--- src/rtl/mine_placer_if.sv ---
// Handshake and result bundle between a mine_placer and its controller.
// The master drives the request and the random stream. The slave returns status and the mine bitmap.
interface mine_placer_if #(
  parameter int GRID_W = 9,
  parameter int GRID_H = 9
);
  localparam int CELLS     = GRID_W * GRID_H;
  localparam int CELL_BITS = $clog2(CELLS);

  logic                 start;
  logic [CELL_BITS-1:0] safe_cell;
  logic [7:0]           rand_num;
  logic                 busy;
  logic                 done;
  logic                 err;
  logic [CELL_BITS-1:0] mine_count;
  logic [CELLS-1:0]     mine_map;

  modport master (
    output start, safe_cell, rand_num,
    input  busy, done, err, mine_count, mine_map
  );

  modport slave (
    input  start, safe_cell, rand_num,
    output busy, done, err, mine_count, mine_map
  );
endinterface

--- src/rtl/mine_placer.sv ---
// Places NUM_MINES distinct mines by rejection-sampling a free-running random stream.
// The latched safe cell is never mined. The bitmap holds until the next accepted start.
module mine_placer #(
  parameter int GRID_W    = 9,
  parameter int GRID_H    = 9,
  parameter int NUM_MINES = 10,
  parameter int MAX_TRIES = 4096
) (
  input logic          clk,
  input logic          rst_n,
  mine_placer_if.slave bus
);
  localparam int CELLS     = GRID_W * GRID_H;
  localparam int CELL_BITS = $clog2(CELLS);
  localparam int TRY_BITS  = $clog2(MAX_TRIES + 1);

  localparam logic [CELL_BITS:0]   CELL_LIMIT = (CELL_BITS+1)'(CELLS);
  localparam logic [CELL_BITS-1:0] LAST_MINE  = CELL_BITS'(NUM_MINES - 1);
  localparam logic [TRY_BITS-1:0]  LAST_TRY   = TRY_BITS'(MAX_TRIES - 1);

  typedef enum logic [1:0] {IDLE, DRAW, DONE} state_t;

  state_t               state;
  logic [TRY_BITS-1:0]  tries;
  logic [CELL_BITS-1:0] safe_q;
  logic [CELL_BITS-1:0] count;
  logic [CELLS-1:0]     map;
  logic                 busy_q;
  logic                 done_q;
  logic                 err_q;

  logic [CELL_BITS-1:0] cand;
  logic                 accept;

  // A latched safe cell outside the board never matches an in-range candidate.
  assign cand   = bus.rand_num[CELL_BITS-1:0];
  assign accept = ({1'b0, cand} < CELL_LIMIT) && (cand != safe_q) && !map[cand];

  assign bus.busy       = busy_q;
  assign bus.done       = done_q;
  assign bus.err        = err_q;
  assign bus.mine_count = count;
  assign bus.mine_map   = map;

  always_ff @(posedge clk or negedge rst_n) begin
    if (!rst_n) begin
      state  <= IDLE;
      tries  <= '0;
      safe_q <= '0;
      count  <= '0;
      map    <= '0;
      busy_q <= 1'b0;
      done_q <= 1'b0;
      err_q  <= 1'b0;
    end else begin
      case (state)
        IDLE: begin
          if (bus.start) begin
            map    <= '0;
            count  <= '0;
            err_q  <= 1'b0;
            tries  <= '0;
            safe_q <= bus.safe_cell;
            busy_q <= 1'b1;
            state  <= DRAW;
          end
        end

        DRAW: begin
          tries <= tries + 1'b1;
          if (accept) begin
            map[cand] <= 1'b1;
            count     <= count + 1'b1;
          end
          // Completion wins when the last mine lands on the final allowed try.
          if (accept && count == LAST_MINE) begin
            busy_q <= 1'b0;
            done_q <= 1'b1;
            err_q  <= 1'b0;
            state  <= DONE;
          end else if (tries == LAST_TRY) begin
            busy_q <= 1'b0;
            done_q <= 1'b1;
            err_q  <= 1'b1;
            state  <= DONE;
          end
        end

        DONE: begin
          done_q <= 1'b0;
          state  <= IDLE;
        end

        default: state <= IDLE;
      endcase
    end
  end
endmodule

--- src/flat_wrapper.sv ---
// flat-port wrapper written by rule: the top's interface ports become plain ports
module mine_placer_flat 
#(
  parameter int GRID_W    = 9,
  parameter int GRID_H    = 9,
  parameter int NUM_MINES = 10,
  parameter int MAX_TRIES = 4096
)
  (clk, rst_n, bus_start, bus_safe_cell, bus_rand_num, bus_busy, bus_done, bus_err, bus_mine_count, bus_mine_map);
  mine_placer_if #(.GRID_W(GRID_W), .GRID_H(GRID_H)) bus_i ();
  input logic clk;
  input logic rst_n;
  input wire logic [$bits(bus_i.start)-1:0] bus_start;
  input wire logic [$bits(bus_i.safe_cell)-1:0] bus_safe_cell;
  input wire logic [$bits(bus_i.rand_num)-1:0] bus_rand_num;
  output wire logic [$bits(bus_i.busy)-1:0] bus_busy;
  output wire logic [$bits(bus_i.done)-1:0] bus_done;
  output wire logic [$bits(bus_i.err)-1:0] bus_err;
  output wire logic [$bits(bus_i.mine_count)-1:0] bus_mine_count;
  output wire logic [$bits(bus_i.mine_map)-1:0] bus_mine_map;
  assign bus_i.start = bus_start;
  assign bus_i.safe_cell = bus_safe_cell;
  assign bus_i.rand_num = bus_rand_num;
  assign bus_busy = bus_i.busy;
  assign bus_done = bus_i.done;
  assign bus_err = bus_i.err;
  assign bus_mine_count = bus_i.mine_count;
  assign bus_mine_map = bus_i.mine_map;
  mine_placer #(.GRID_W(GRID_W), .GRID_H(GRID_H), .NUM_MINES(NUM_MINES), .MAX_TRIES(MAX_TRIES)) u_core (.clk(clk), .rst_n(rst_n), .bus(bus_i));
endmodule
--- config.mk ---
export PLATFORM = sky130hd
export DESIGN_NAME = mine_placer_flat
export DESIGN_NICKNAME = d
export VERILOG_FILES = /design/src/rtl/mine_placer_if.sv /design/src/rtl/mine_placer.sv /design/src/flat_wrapper.sv
export SDC_FILE = /design/constraint.sdc
export NUM_CORES = 1
export LEC_CHECK = 0
export BUFFER_PORTS_ARGS = -buffer_cell sky130_fd_sc_hd__buf_4
export CAP_MARGIN = 20
export CORE_MARGIN = 2
export CORE_UTILIZATION = 45
export CTS_BUF_LIST = sky130_fd_sc_hd__clkbuf_8
export DETAILED_ROUTE_END_ITERATION = 10
export MAX_ROUTING_LAYER = met4
export PLACE_DENSITY = 0.8
export REMOVE_ABC_BUFFERS = 1
export SLEW_MARGIN = 20
export SYNTH_ARGS = -nofsm -noshare
export SYNTH_HDL_FRONTEND = slang
export SYNTH_SLANG_ARGS = --single-unit
--- constraint.sdc ---
create_clock -name clk -period 2.15 [get_ports clk]
set_clock_uncertainty 0.05 [all_clocks]
set_input_delay 0.3225 -clock clk [delete_from_list [all_inputs] [get_ports clk]]
set_output_delay 0.3225 -clock clk [all_outputs]
set_load 0.005 [all_outputs]
### After elaboration in Yosys (flattened, before gate mapping)

Index checks and enable logic that the tools add are counted.

* add/sub/neg operators: 2
* order comparisons: 3
* equality and inequality tests: 8
* muxes and demuxes: 26
* bitwise gates (word level): 1
* reduce and logical (&&, ||, !) cells: 14

Operator list (count)
* 2-to-1 mux 81 bit: 2
* one-hot mux 81 bit (2 select lines): 1
* bitwise OR 81 bit: 1
* one-hot mux 13 bit (2 select lines): 1
* 2-to-1 mux 7 bit: 2
* one-hot mux 7 bit (2 select lines): 1
* adder 13 x 1 -> 13 bit, second input constant: 1
* == test 13 x 12 -> 1 bit, second input constant: 1
* 2-to-1 mux 13 bit: 1
* 2-to-1 mux 1 bit: 9
* < comparator 7 x 8 -> 1 bit, second input constant: 1
* AND reduction 2 bit: 4
* adder 7 x 1 -> 7 bit, second input constant: 1
* binary-select mux 1 bit (select 7 bit): 1
* demux 1 bit (select 7 bit): 1
* == test 7 x 4 -> 1 bit, second input constant: 1
* >= comparator 7 x 1 -> 1 bit, second input constant: 1
* < comparator 7 bit, second input constant: 1
* inequality test 7 bit: 1
* 2-to-1 mux 2 bit: 3
* one-hot mux 1 bit (2 select lines): 3
* AND reduction 3 bit: 2
* logical AND 1 bit: 4
* one-hot mux 2 bit (2 select lines): 1
* 8 further kinds: 9

* bits in registers: 113
* bits of input ports: 18
* output and inout bits: 91
* logic and storage cells: 62

### Depth between registers and ports, before layout

Gate-level depths: netlist of run 1.

* depth after elaboration: 7
* gate-level depth with buffers: 13
* gate-level depth less buffers: 9

### Least setup slack after synthesis of run 1

Ideal clock, no wire load.

* path type: input -> register
* start point: input bus_rand_num[0]
* end point: register u_core.done_q, in the netlist u_core.bus.done
* setup time: 0.126 ns
* data arrival time: 2.225 ns
* data required time: 1.974 ns
* path slack: -0.251 ns
* stages: 11
* buffers on the path: 4
* cell sequence: buf_4 buf_6 buf_2 nand2_1 o22ai_1 o311ai_0 nand4_1 and4bb_1 buf_6 a21oi_1 a311o_1

* cells in the longest elaborated chain, start to end: 7

Ends and longest elaborated chain
* start, declared: line flat_wrapper.sv:15 `input wire logic [$bits(bus_i.rand_num)-1:0] bus_rand_num;`
* binary-select mux 1 bit (select 7 bit): line mine_placer.sv:37 `assign accept = ({1'b0, cand} < CELL_LIMIT) && (cand != safe_q) && !map[cand];`
* 2-to-1 mux 1 bit (not written as such): line mine_placer.sv:37
* logical NOT 1 bit: line mine_placer.sv:37
* logical AND 1 bit *: line mine_placer.sv:37
* logical AND 1 bit *: line mine_placer.sv:76 `if (accept && count == LAST_MINE) begin`
* 2-to-1 mux 1 bit / inequality test 3 x 1 -> 1 bit (equally long branches)
* one-hot mux 1 bit (2 select lines) / AND reduction 2 bit (equally long branches)
* end signal, assigned: line mine_placer.sv:53 `done_q <= 1'b0;`
* end signal, assigned: line mine_placer.sv:78 `done_q <= 1'b1;`
* end signal, assigned: line mine_placer.sv:83 `done_q <= 1'b1;`
* end, declared: line mine_placer.sv:29 `logic done_q;`

Mark *: on every way between the ends. The rest lies on a longest branch, timed or not. The select of a mux whose other input is x is not followed.
A chain may end at the register's enable or synchronous reset.

### Worst setup path after layout of run 1

* start point: register u_core.map[46], in the netlist u_core.bus.mine_map[46]
* end point: register u_core.map[62], in the netlist u_core.bus.mine_map[62]

* cells in the longest elaborated chain, start to end: 6

Ends and longest elaborated chain
* start, declared: line mine_placer.sv:27 `logic [CELLS-1:0] map;`
* start signal, assigned: line mine_placer.sv:51 `map <= '0;`
* start signal, assigned: line mine_placer.sv:59 `map <= '0;`
* start signal, assigned by index: line mine_placer.sv:72 `map[cand] <= 1'b1;`
* binary-select mux 1 bit (select 7 bit): line mine_placer.sv:37
* 2-to-1 mux 1 bit (not written as such): line mine_placer.sv:37
* logical NOT 1 bit: line mine_placer.sv:37
* logical AND 1 bit: line mine_placer.sv:37
* inequality test 2 x 1 -> 1 bit (no line)
* AND reduction 3 bit (no line)

No other way between the ends. The select of a mux whose other input is x is not followed.

==> flow_metrics.env, run 1 <==
export IMPL_fin_tns_setup_ns=-25.08
export IMPL_area_growth_pct=50.2
export IMPL_grt_total_usage_pct=29.8
export IMPL_grt_pass1_vias=5661
export IMPL_synth_edf_count=0
export IMPL_final_nets=853
export IMPL_yosysSeqAreaShare_pct=49.8
export IMPL_required_ns=2.47
export IMPL_grt_overflow_total=0
export IMPL_grt_pass1_wl_mm=29.4
export IMPL_power_mw=6.45
export IMPL_hold_slack_ns=0.0568
export IMPL_postRouteAntennaNets=0
export IMPL_max_cap_violations=0
export IMPL_seq_area_um2=2830
export IMPL_arrival_ns=2.84
export IMPL_synth_simple_area_share_pct=19.4
export IMPL_wl_per_cell_um=19.1
export IMPL_fmax_mhz=396
export IMPL_hold_class="in2reg"
export IMPL_start_kind="flop"
export IMPL_crit_fanout=8
export IMPL_slew_viol_final=0
export IMPL_synth_fa_ha_area_share_pct=1.32
export IMPL_dp_slack_ns=-0.616
export IMPL_irDropWorstVdd_mv=0.440
export IMPL_die_h_um=116
export IMPL_cts_buffer_depth=2
export IMPL_die_x_um=116
export IMPL_final_util_pct=68.4
export IMPL_end_kind="flop"
export IMPL_antenna_found_initial=0
export IMPL_start_util_pct=45.6
export IMPL_synth_cell_types=63
export IMPL_cts_tree="yes"
export IMPL_cts_sinks=113
export IMPL_ys_seq_elements=113
export IMPL_layout_commonest_cell="buf_4"
export IMPL_power_density_nw_per_um2=756
export IMPL_cts_buffers=17
export IMPL_period_share_pct=117
export IMPL_p_leak_nw=4.15
export IMPL_synthXorXnorAreaFrac_pct=2.62
export IMPL_grt_setup_unrepaired="true"
export IMPL_synth_top_family_by_area="simple AND/OR/NAND/NOR gates"
export IMPL_status="finished, violations left"
export IMPL_core_area_um2=12500
export IMPL_io_buffers=107
export IMPL_final_cell_mix="buf_4, dfrtp_1, nand2_1, nor2_1, o21ai_2"
export IMPL_critPathKind="reg2reg"
export IMPL_post_route_min_period_ns=2.53
export IMPL_clkLatencyLatePin_ns=0.46
export IMPL_ioPinCount=109
export IMPL_path_clk_slew_ns=0.06
export IMPL_layout_setup_ws_ns=-0.376
export IMPL_slew_headroom_pct=62.2
export IMPL_ys_flop_type="dfrtp_1"
export IMPL_dieArea_um2=13500
export IMPL_syn_area_um2=5680
export IMPL_synthMuxAreaShare_pct=6.28
export IMPL_route_detailed_drc=0
export IMPL_setup_violations=93
export IMPL_failed_checks="negative setup slack"
export IMPL_cts_root_buf="clkbuf_8"
export IMPL_cts_max_level=4
export IMPL_place_congestion=0.928
export IMPL_multiInputGateArea_um2=2920
export IMPL_tightest_slew_ns=0.567
export IMPL_grt_max_degree=64
export IMPL_nFillCells=920
export IMPL_num_vias=5744
export IMPL_diodes=0
export IMPL_drt_first_pass_iters=5
export IMPL_drt_iter0_drc=612
export IMPL_wirelength_mm=19.3
export IMPL_synthCells=586
export IMPL_avgSynthCellArea_um2=9.69
export IMPL_num_rows=41
export IMPL_hold_viol_final=0
export IMPL_dp_final_hpwl_mm=13.6
export IMPL_synth_compound_area_share_pct=16.5
export IMPL_ys_warn_count=0
export IMPL_viasPerCell=5.68
export IMPL_synthArstFlopShare_pct=100
export IMPL_drive_gt1_share_pct=43.1
## worst max-delay path, cell delays in order, from the launching register on
cell,delay [ns]
dfrtp_1,0.38
mux4_2,0.46
nand2b_4,0.15
a221o_1,0.34
nand4_1,0.09
and4bb_4,0.32
clkbuf_16,0.19
buf_6,0.10
nand3_4,0.16
o21ai_1,0.19
## cell type report
class | instances | share of cell area [%]
flip-flops and latches | 113 | 33.2
clock inverters | 8 | 0.763
multi-input cells | 424 | 34.2
inverters | 13 | 0.572
repair buffers | 260 | 25.4
well taps | 172 | 2.52
clock buffers | 21 | 3.39
## synth_stat cells, types with 3 or more instances
library cell / n / area (µm²)
buf_4: 7 / 52.6
dfrtp_1: 113 / 2830
inv_1: 13 / 48.8
buf_2: 8 / 40.0
a221o_1: 5 / 50.1
nand4_1: 6 / 37.5
o22ai_1: 8 / 50.1
a21oi_1: 8 / 40.0
clkbuf_1: 17 / 63.8
nor3b_1: 4 / 30.0
xnor2_1: 3 / 26.3
xor2_1: 14 / 123
and3_1: 6 / 37.5
and4_1: 3 / 26.3
a22o_1: 4 / 35.0
nor2b_1: 11 / 68.8
nand3_2: 8 / 80.1
ha_1: 6 / 75.1
a211oi_1: 3 / 22.5
nand2_1: 76 / 285
o21ai_1: 14 / 70.1
nand3_1: 18 / 90.1
or2_2: 3 / 18.8
o21ai_0: 43 / 215
o2bb2ai_1: 4 / 35.0
a31oi_1: 28 / 175
and2_1: 10 / 62.6
nand2b_1: 5 / 31.3
mux2i_1: 21 / 210
mux2_2: 11 / 124
nor3_1: 5 / 25.0
nor2_1: 58 / 218
## stage by stage
stage	cells	cell area, µm²
4_1_cts	1009	8190
6_report	1011	8530
2_1_floorplan	550	5490
5_1_grt	1011	8530
3_3_place_gp	975	7740
3_5_place_dp	975	7740
## registers in the layout, summed over array words and instances (netlist names)
register / flops
u_core.bus.busy: 1
u_core.bus.done: 1
u_core.bus.err: 1
u_core.bus.mine_count: 7
u_core.bus.mine_map: 81
u_core.safe_q: 7
u_core.state: 2
u_core.tries: 13
## power by group
| part | total, mW | internal [mW] | switching, mW |
|---|---|---|---|
| combinational | 2.11 | 0.933 | 1.17 |
| clock | 1.83 | 0.997 | 0.837 |
| sequential | 2.51 | 2.33 | 0.178 |
| total | 6.45 | 4.26 | 2.19 |
## final timing paths
path | from | to | slack (ns) | cells past startpoint
max | u_core.bus.mine_map[46]$_DFFE_PN0P_ | u_core.bus.mine_map[62]$_DFFE_PN0P_ | -0.38 | 9
min | bus_safe_cell[0] | u_core.safe_q[0]$_DFFE_PN0P_ | 0.06 | 2
max reg2reg | u_core.bus.mine_map[46]$_DFFE_PN0P_ | u_core.bus.mine_map[62]$_DFFE_PN0P_ | -0.38 | 9
min reg2reg | u_core.bus.mine_map[59]$_DFFE_PN0P_ | u_core.bus.mine_map[59]$_DFFE_PN0P_ | 0.47 | 2
max in group asynchronous | rst_n | u_core.bus.mine_map[27]$_DFFE_PN0P_ | 1.04 | 3
min in group asynchronous | rst_n | u_core.bus.mine_map[34]$_DFFE_PN0P_ | 0.22 | 2
## repair_timing
action | 4_1_cts | 5_1_grt
cloned | 0 | 3
pin swaps | 3 | 44
hold buffers | 1 | 0
gates resized for setup | 30 | 63
endpoints found under the hold margin | 69 | 0
buffers inserted | 4 | 1
endpoints found under the setup margin | 93 | 103
## logic make-up after synthesis
group	after synthesis
AOI/OAI and AO/OA	145
and+or+nand+nor	223
DFF	113
xor gates and xnor gates	17
muxes	33
adders and majority gates	6
buffers and inverters	49
## per-layer routing
layer,up-vias,global-route usage (%),wire [µm]
met1,2809,38.3,7770
met5,-,-,0
li1,2586,-,-
met4,0,12.3,573
met2,296,46.7,9450
met3,53,5.29,1510
Power figures use the tool's default switching activity.
==> run 2, diff against run 1 <==
--- a/config.mk
+++ b/config.mk
@@ -5,14 +5,15 @@
 export SDC_FILE = /design/constraint.sdc
 export NUM_CORES = 1
 export LEC_CHECK = 0
-export BUFFER_PORTS_ARGS = -buffer_cell sky130_fd_sc_hd__buf_4
 export CAP_MARGIN = 20
+export CORE_ASPECT_RATIO = 0.5
 export CORE_MARGIN = 2
 export CORE_UTILIZATION = 45
 export CTS_BUF_LIST = sky130_fd_sc_hd__clkbuf_8
 export DETAILED_ROUTE_END_ITERATION = 10
+export DONT_BUFFER_PORTS = 1
 export MAX_ROUTING_LAYER = met4
-export PLACE_DENSITY = 0.8
+export PLACE_DENSITY = 0.72
 export REMOVE_ABC_BUFFERS = 1
 export SLEW_MARGIN = 20
 export SYNTH_ARGS = -nofsm -noshare
==> flow_metrics.env, run 2 (same netlist as run 1, synthesis figures left out) <==
export IMPL_status="finished, violations left"
export IMPL_failed_checks="negative hold slack, negative setup slack"
export IMPL_nFillCells=876
export IMPL_layout_setup_ws_ns=-0.305
export IMPL_met3_usage_pct=8.74
export IMPL_wl_per_cell_um=20.8
export IMPL_drt_first_pass_iters=5
export IMPL_cts_hold_buf=8
export IMPL_ioPinCount=109
export IMPL_io_buffers=0
export IMPL_fin_tns_setup_ns=-23.04
export IMPL_num_rows=28
export IMPL_final_cell_mix="buf_4, dfrtp_1, nand2_1, nor2_1, o21ai_2"
export IMPL_die_x_um=163
export IMPL_instances_no_fill=898
export IMPL_fin_area_um2=7760
export IMPL_grt_total_usage_pct=27.5
export IMPL_hold_class="in2async"
export IMPL_cts_buffers=17
export IMPL_grt_max_degree=114
export IMPL_cts_max_level=4
export IMPL_slew_headroom_pct=64.9
export IMPL_grt_pass1_wl_mm=27.8
export IMPL_final_nets=747
export IMPL_grt_pass1_vias=5066
export IMPL_arrival_ns=2.80
export IMPL_slew_viol_final=0
export IMPL_fmax_mhz=407
export IMPL_crit_start="u_core.bus.mine_map[47]$_DFFE_PN0P_"
export IMPL_dp_final_hpwl_mm=11.6
export IMPL_dp_slack_ns=-0.306
export IMPL_cts_root_buf="clkbuf_8"
export IMPL_power_mw=6.26
export IMPL_hold_slack_ns=-0.496
export IMPL_met2_usage_pct=40.3
export IMPL_diodes=0
export IMPL_grt_setup_unrepaired="true"
export IMPL_drt_iter0_drc=649
export IMPL_max_cap_violations=0
export IMPL_dieArea_um2=13600
export IMPL_path_clk_slew_ns=0.07
export IMPL_area_growth_pct=36.7
export IMPL_antenna_found_initial=0
export IMPL_die_h_um=83.4
export IMPL_num_vias=5446
export IMPL_crit_fanout=7
export IMPL_final_util_pct=64.4
export IMPL_r2r_start="u_core.bus.mine_map[47]$_DFFE_PN0P_"
export IMPL_drive_gt1_share_pct=35.5
export IMPL_cts_buffer_depth=2
export IMPL_route_detailed_drc=0
export IMPL_hold_viol_final=113
export IMPL_postRouteAntennaNets=0
export IMPL_start_kind="flop"
export IMPL_core_area_um2=12100
export IMPL_p_leak_nw=3.62
export IMPL_start_util_pct=47.1
export IMPL_irDropWorstVdd_mv=0.448
export IMPL_clkLatencyLatePin_ns=0.47
export IMPL_critPathKind="reg2reg"
export IMPL_tightest_slew_ns=0.523
export IMPL_power_density_nw_per_um2=806
export IMPL_cts_sinks=113
export IMPL_largest_register_ffs=81
export IMPL_period_share_pct=114
export IMPL_grt_busiest_layer="met2"
export IMPL_use_met1_pct=34.7
export IMPL_viasPerCell=6.06
export IMPL_end_kind="flop"
export IMPL_setup_violations=93
export IMPL_wirelength_mm=18.7
export IMPL_dp_cells=848
export IMPL_cts_tree="yes"
export IMPL_required_ns=2.49
export IMPL_grt_overflow_total=0
export IMPL_post_route_min_period_ns=2.46
export IMPL_layout_commonest_cell="buf_4"
export IMPL_place_congestion=0.929
export IMPL_dpl_cell_area_um2=6740
-- run 2: changes by cell type in the layout (fill, tap and decap cells not counted), moves of 3 or more --
cell,before,now
buf_12,11,7
buf_4,241,126
buf_6,3,6
buf_8,1,4
dlygate4sd3_1,1,8
o21ai_0,16,4
o21ai_1,16,10
o21ai_2,25,43
-- run 2: final cells by class --
class	instances	area [µm²]	area share (%)
Inverter	13	48.8	0.628
Clock buffer	21	289	3.72
Clock inverter	8	65.1	0.838
Multi-Input combinational cell	424	2960	38.1
Timing Repair Buffer	154	1370	17.6
Sequential cell	113	2830	36.4
Tap cell	165	206	2.66
-- run 2: worst max-delay path: stages (launching register included) --
cell and delay [ns]:
dfrtp_1 0.39, mux4_2 0.48, nand2b_4 0.15, a221o_1 0.29, nand4_1 0.08, and4bb_4 0.30, buf_4 0.14, buf_12 0.13
nand3_2 0.08, buf_8 0.16, o21ai_1 0.13
-- run 2: layer usage --
layer	routed length, µm	vias to the layer above
met2	8570	330
met5	0	-
li1	-	2388
met1	7230	2646
met4	752	0
met3	2110	82
-- run 2: power breakdown --
group / internal [mW] / leakage [nW] / total (mW) / switching [mW]
sequential: 2.33 / 1.55 / 2.52 / 0.190
clock: 0.997 / 0.192 / 1.88 / 0.887
combinational: 0.810 / 1.88 / 1.85 / 1.04
total: 4.14 / 3.62 / 6.26 / 2.12
-- run 2: final timing paths --
kind | to | slack (ns) | cells after the start
worst max-delay path | u_core.bus.mine_map[52]$_DFFE_PN0P_ | -0.31 | 10
worst min-delay path | u_core.tries[8]$_DFFE_PN0P_ | -0.50 | 0
worst max register to register | u_core.bus.mine_map[52]$_DFFE_PN0P_ | -0.31 | 10
worst min register to register | u_core.safe_q[2]$_DFFE_PN0P_ | 0.48 | 1
max in group asynchronous | u_core.bus.mine_count[5]$_DFFE_PN0P_ | 2.39 | 0
min in group clk | u_core.bus.mine_map[26]$_DFFE_PN0P_ | 0.12 | 3
-- run 2: timing repair --
item                                    4_1_cts  5_1_grt
gates resized for setup                      75       58
buffers inserted                              4        6
endpoints found under the hold margin       121      113
cloned                                        1        3
endpoints found under the setup margin       93       95
pin swaps                                    51       21
==> run 3, diff against run 2 <==
--- a/config.mk
+++ b/config.mk
@@ -13,9 +13,10 @@
 export DETAILED_ROUTE_END_ITERATION = 10
 export DONT_BUFFER_PORTS = 1
 export MAX_ROUTING_LAYER = met4
-export PLACE_DENSITY = 0.72
+export PLACE_DENSITY = 0.7
 export REMOVE_ABC_BUFFERS = 1
 export SLEW_MARGIN = 20
 export SYNTH_ARGS = -nofsm -noshare
 export SYNTH_HDL_FRONTEND = slang
 export SYNTH_SLANG_ARGS = --single-unit
+export TNS_END_PERCENT = 5
==> constraint.sdc (replaced) <==
create_clock -name clk -period 2.4 [get_ports clk]
set_clock_uncertainty 0.05 [all_clocks]
set_input_delay 0.36 -clock clk [delete_from_list [all_inputs] [get_ports clk]]
set_output_delay 0.36 -clock clk [all_outputs]
set_load 0.005 [all_outputs]
==> flow_metrics.env, run 3 (same netlist as run 1, synthesis figures left out) <==
export IMPL_status="finished, violations left"
export IMPL_final_cell_mix="dfrtp_1, nand2_1, nor2_1, buf_4, o21ai_1"
export IMPL_grt_setup_unrepaired="true"
export IMPL_arrival_ns=2.75
export IMPL_cp_depth=9
export IMPL_period_share_pct=103
export IMPL_diodes=0
export IMPL_p_comb_share_pct=24.7
export IMPL_grt_total_usage_pct=25.2
export IMPL_wl_per_cell_um=20.0
export IMPL_final_nets=662
export IMPL_crit_start="u_core.safe_q[2]$_DFFE_PN0P_"
export IMPL_tightest_slew_ns=0.597
export IMPL_dp_final_hpwl_mm=11.0
export IMPL_regToRegEndpoint="u_core.bus.done$_DFFE_PN0P_"
export IMPL_dieArea_um2=13600
export IMPL_crit_slowest_cell="dfrtp_1"
export IMPL_pwr_share_seq_pct=41.8
export IMPL_drt_first_pass_iters=5
export IMPL_r2r_start="u_core.safe_q[2]$_DFFE_PN0P_"
export IMPL_irDropWorstVdd_mv=0.392
export IMPL_crit_path_end="u_core.bus.done$_DFFE_PN0P_"
export IMPL_cts_max_level=4
export IMPL_pwr_share_clk_pct=33.5
export IMPL_power_density_nw_per_um2=797
export IMPL_p_int_mw=3.72
export IMPL_ioPinCount=109
export IMPL_route_detailed_drc=0
export IMPL_postRouteAntennaNets=0
export IMPL_fmax_mhz=403
export IMPL_grt_pass1_wl_mm=25.6
export IMPL_dpl_cell_area_um2=6220
export IMPL_dp_cells=777
export IMPL_grt_pass1_vias=4606
export IMPL_required_ns=2.66
export IMPL_largest_register_ffs=81
export IMPL_drt_iter0_drc=485
export IMPL_grt_max_degree=114
export IMPL_hold_viol_final=113
export IMPL_core_area_um2=12100
export IMPL_cts_root_buf="clkbuf_8"
export IMPL_area_growth_pct=20.3
export IMPL_switching_power_mw=1.73
export IMPL_hold_class="in2async"
export IMPL_slew_viol_final=0
export IMPL_dp_slack_ns=-0.123
export IMPL_r2r_cells=9
export IMPL_critPathKind="reg2reg"
export IMPL_die_h_um=83.4
export IMPL_cts_buffers=17
export IMPL_hold_slack_ns=-0.424
export IMPL_cts_sinks=113
export IMPL_max_cap_violations=0
export IMPL_die_x_um=163
export IMPL_r2r_slack_ns=-0.08
export IMPL_io_buffers=0
export IMPL_sw_frac_of_total_pct=31.7
export IMPL_start_util_pct=47.1
export IMPL_num_rows=28
export IMPL_instances_no_fill=816
export IMPL_clkLatencyLatePin_ns=0.43
export IMPL_cts_tree="yes"
export IMPL_layout_commonest_cell="dfrtp_1"
export IMPL_power_mw=5.44
export IMPL_num_vias=4840
export IMPL_antenna_found_initial=0
export IMPL_post_route_min_period_ns=2.48
export IMPL_cp_cell_sequence="xor2_1 -> nor4_2 -> nand4_1 -> o2111ai_1 -> and4bb_2 -> buf_12 -> buf_4 -> a21o_1 -> a311o_1"
export IMPL_fin_tns_setup_ns=-0.526
export IMPL_path_clk_slew_ns=0.06
export IMPL_max_stage_delay_ns=0.40
export IMPL_viasPerCell=5.93
export IMPL_final_util_pct=56.7
export IMPL_wirelength_mm=16.4
export IMPL_cts_buffer_depth=2
export IMPL_p_leak_nw=3.10
export IMPL_layout_setup_ws_ns=-0.0819
export IMPL_nFillCells=1037
export IMPL_slew_headroom_pct=60.2
export IMPL_fin_area_um2=6830
export IMPL_crit_fanout=8
export IMPL_setup_violations=22
export IMPL_drive_gt1_share_pct=21.7
export IMPL_failed_checks="negative hold slack, negative setup slack"
export IMPL_end_kind="flop"
export IMPL_crit_buf_inv=2
export IMPL_critPathTopFamily="simple AND/OR/NAND/NOR gates"
export IMPL_place_congestion=0.865
export IMPL_grt_overflow_total=0
export IMPL_start_kind="flop"
==> run 3: cell count changes in the layout (fill, tap and decap cells not counted), sizes merged <==
cell,before,now
clkinvlp,1,0
dlygate4sd3,8,2
inv,15,18
bufinv,1,2
buf,143,66
clkinv,4,2
==> run 3: repair_timing <==
item,4_1_cts,5_1_grt
cloned,0,1
endpoints found under the setup margin,43,103
pin swaps,2,14
setup buffers,1,3
resized for setup,18,49
hold endpoints to repair,113,115
==> run 3: layout make-up <==
cell class	instances	area (µm²)	area share [%]
Clock buffer	23	317	4.63
Clock inverter	9	88.8	1.30
Inverter	13	48.8	0.714
Multi-Input combinational cell	424	2720	39.9
Sequential cell	113	2830	41.4
Tap cell	165	206	3.02
Timing Repair Buffer	69	619	9.07
==> run 3: worst min path at each step <==
stage                     startpoint                           to  slack [ns]  cells after the start
after global routing           rst_n  u_core.tries[5]$_DFFE_PN0P_       -0.46                      0
final                          rst_n  u_core.tries[0]$_DFFE_PN0P_       -0.42                      0
after CTS                      rst_n   u_core.bus.err$_DFFE_PN0P_       -0.45                      0
after global placement         rst_n  u_core.bus.busy$_DFFE_PN0P_        0.02                      0
after floorplan                rst_n  u_core.bus.busy$_DFFE_PN0P_        0.01                      0
after detailed placement       rst_n  u_core.bus.busy$_DFFE_PN0P_        0.02                      0
==> run 3: routing by layer <==
| layer | GRT usage [%] | up-vias | part of all wire [%] |
|---|---|---|---|
| met3 | 8.39 | 39 | 9.3 |
| met1 | 32.5 | 2387 | 43 |
| met2 | 36.9 | 196 | 46 |
| met4 | 9.90 | 0 | 2.4 |
| li1 | - | 2218 | - |
| met5 | - | - | 0 |
==> run 3: power groups by stage <==
stage	Sequential, mW	Combinational (mW)	Clock [mW]
4_1_cts	2.27	1.26	1.84
6_report	2.28	1.34	1.82
2_1_floorplan	2.26	0.758	0
5_1_grt	2.30	1.47	1.95
3_3_place_gp	2.30	1.21	0
3_5_place_dp	2.31	1.24	0
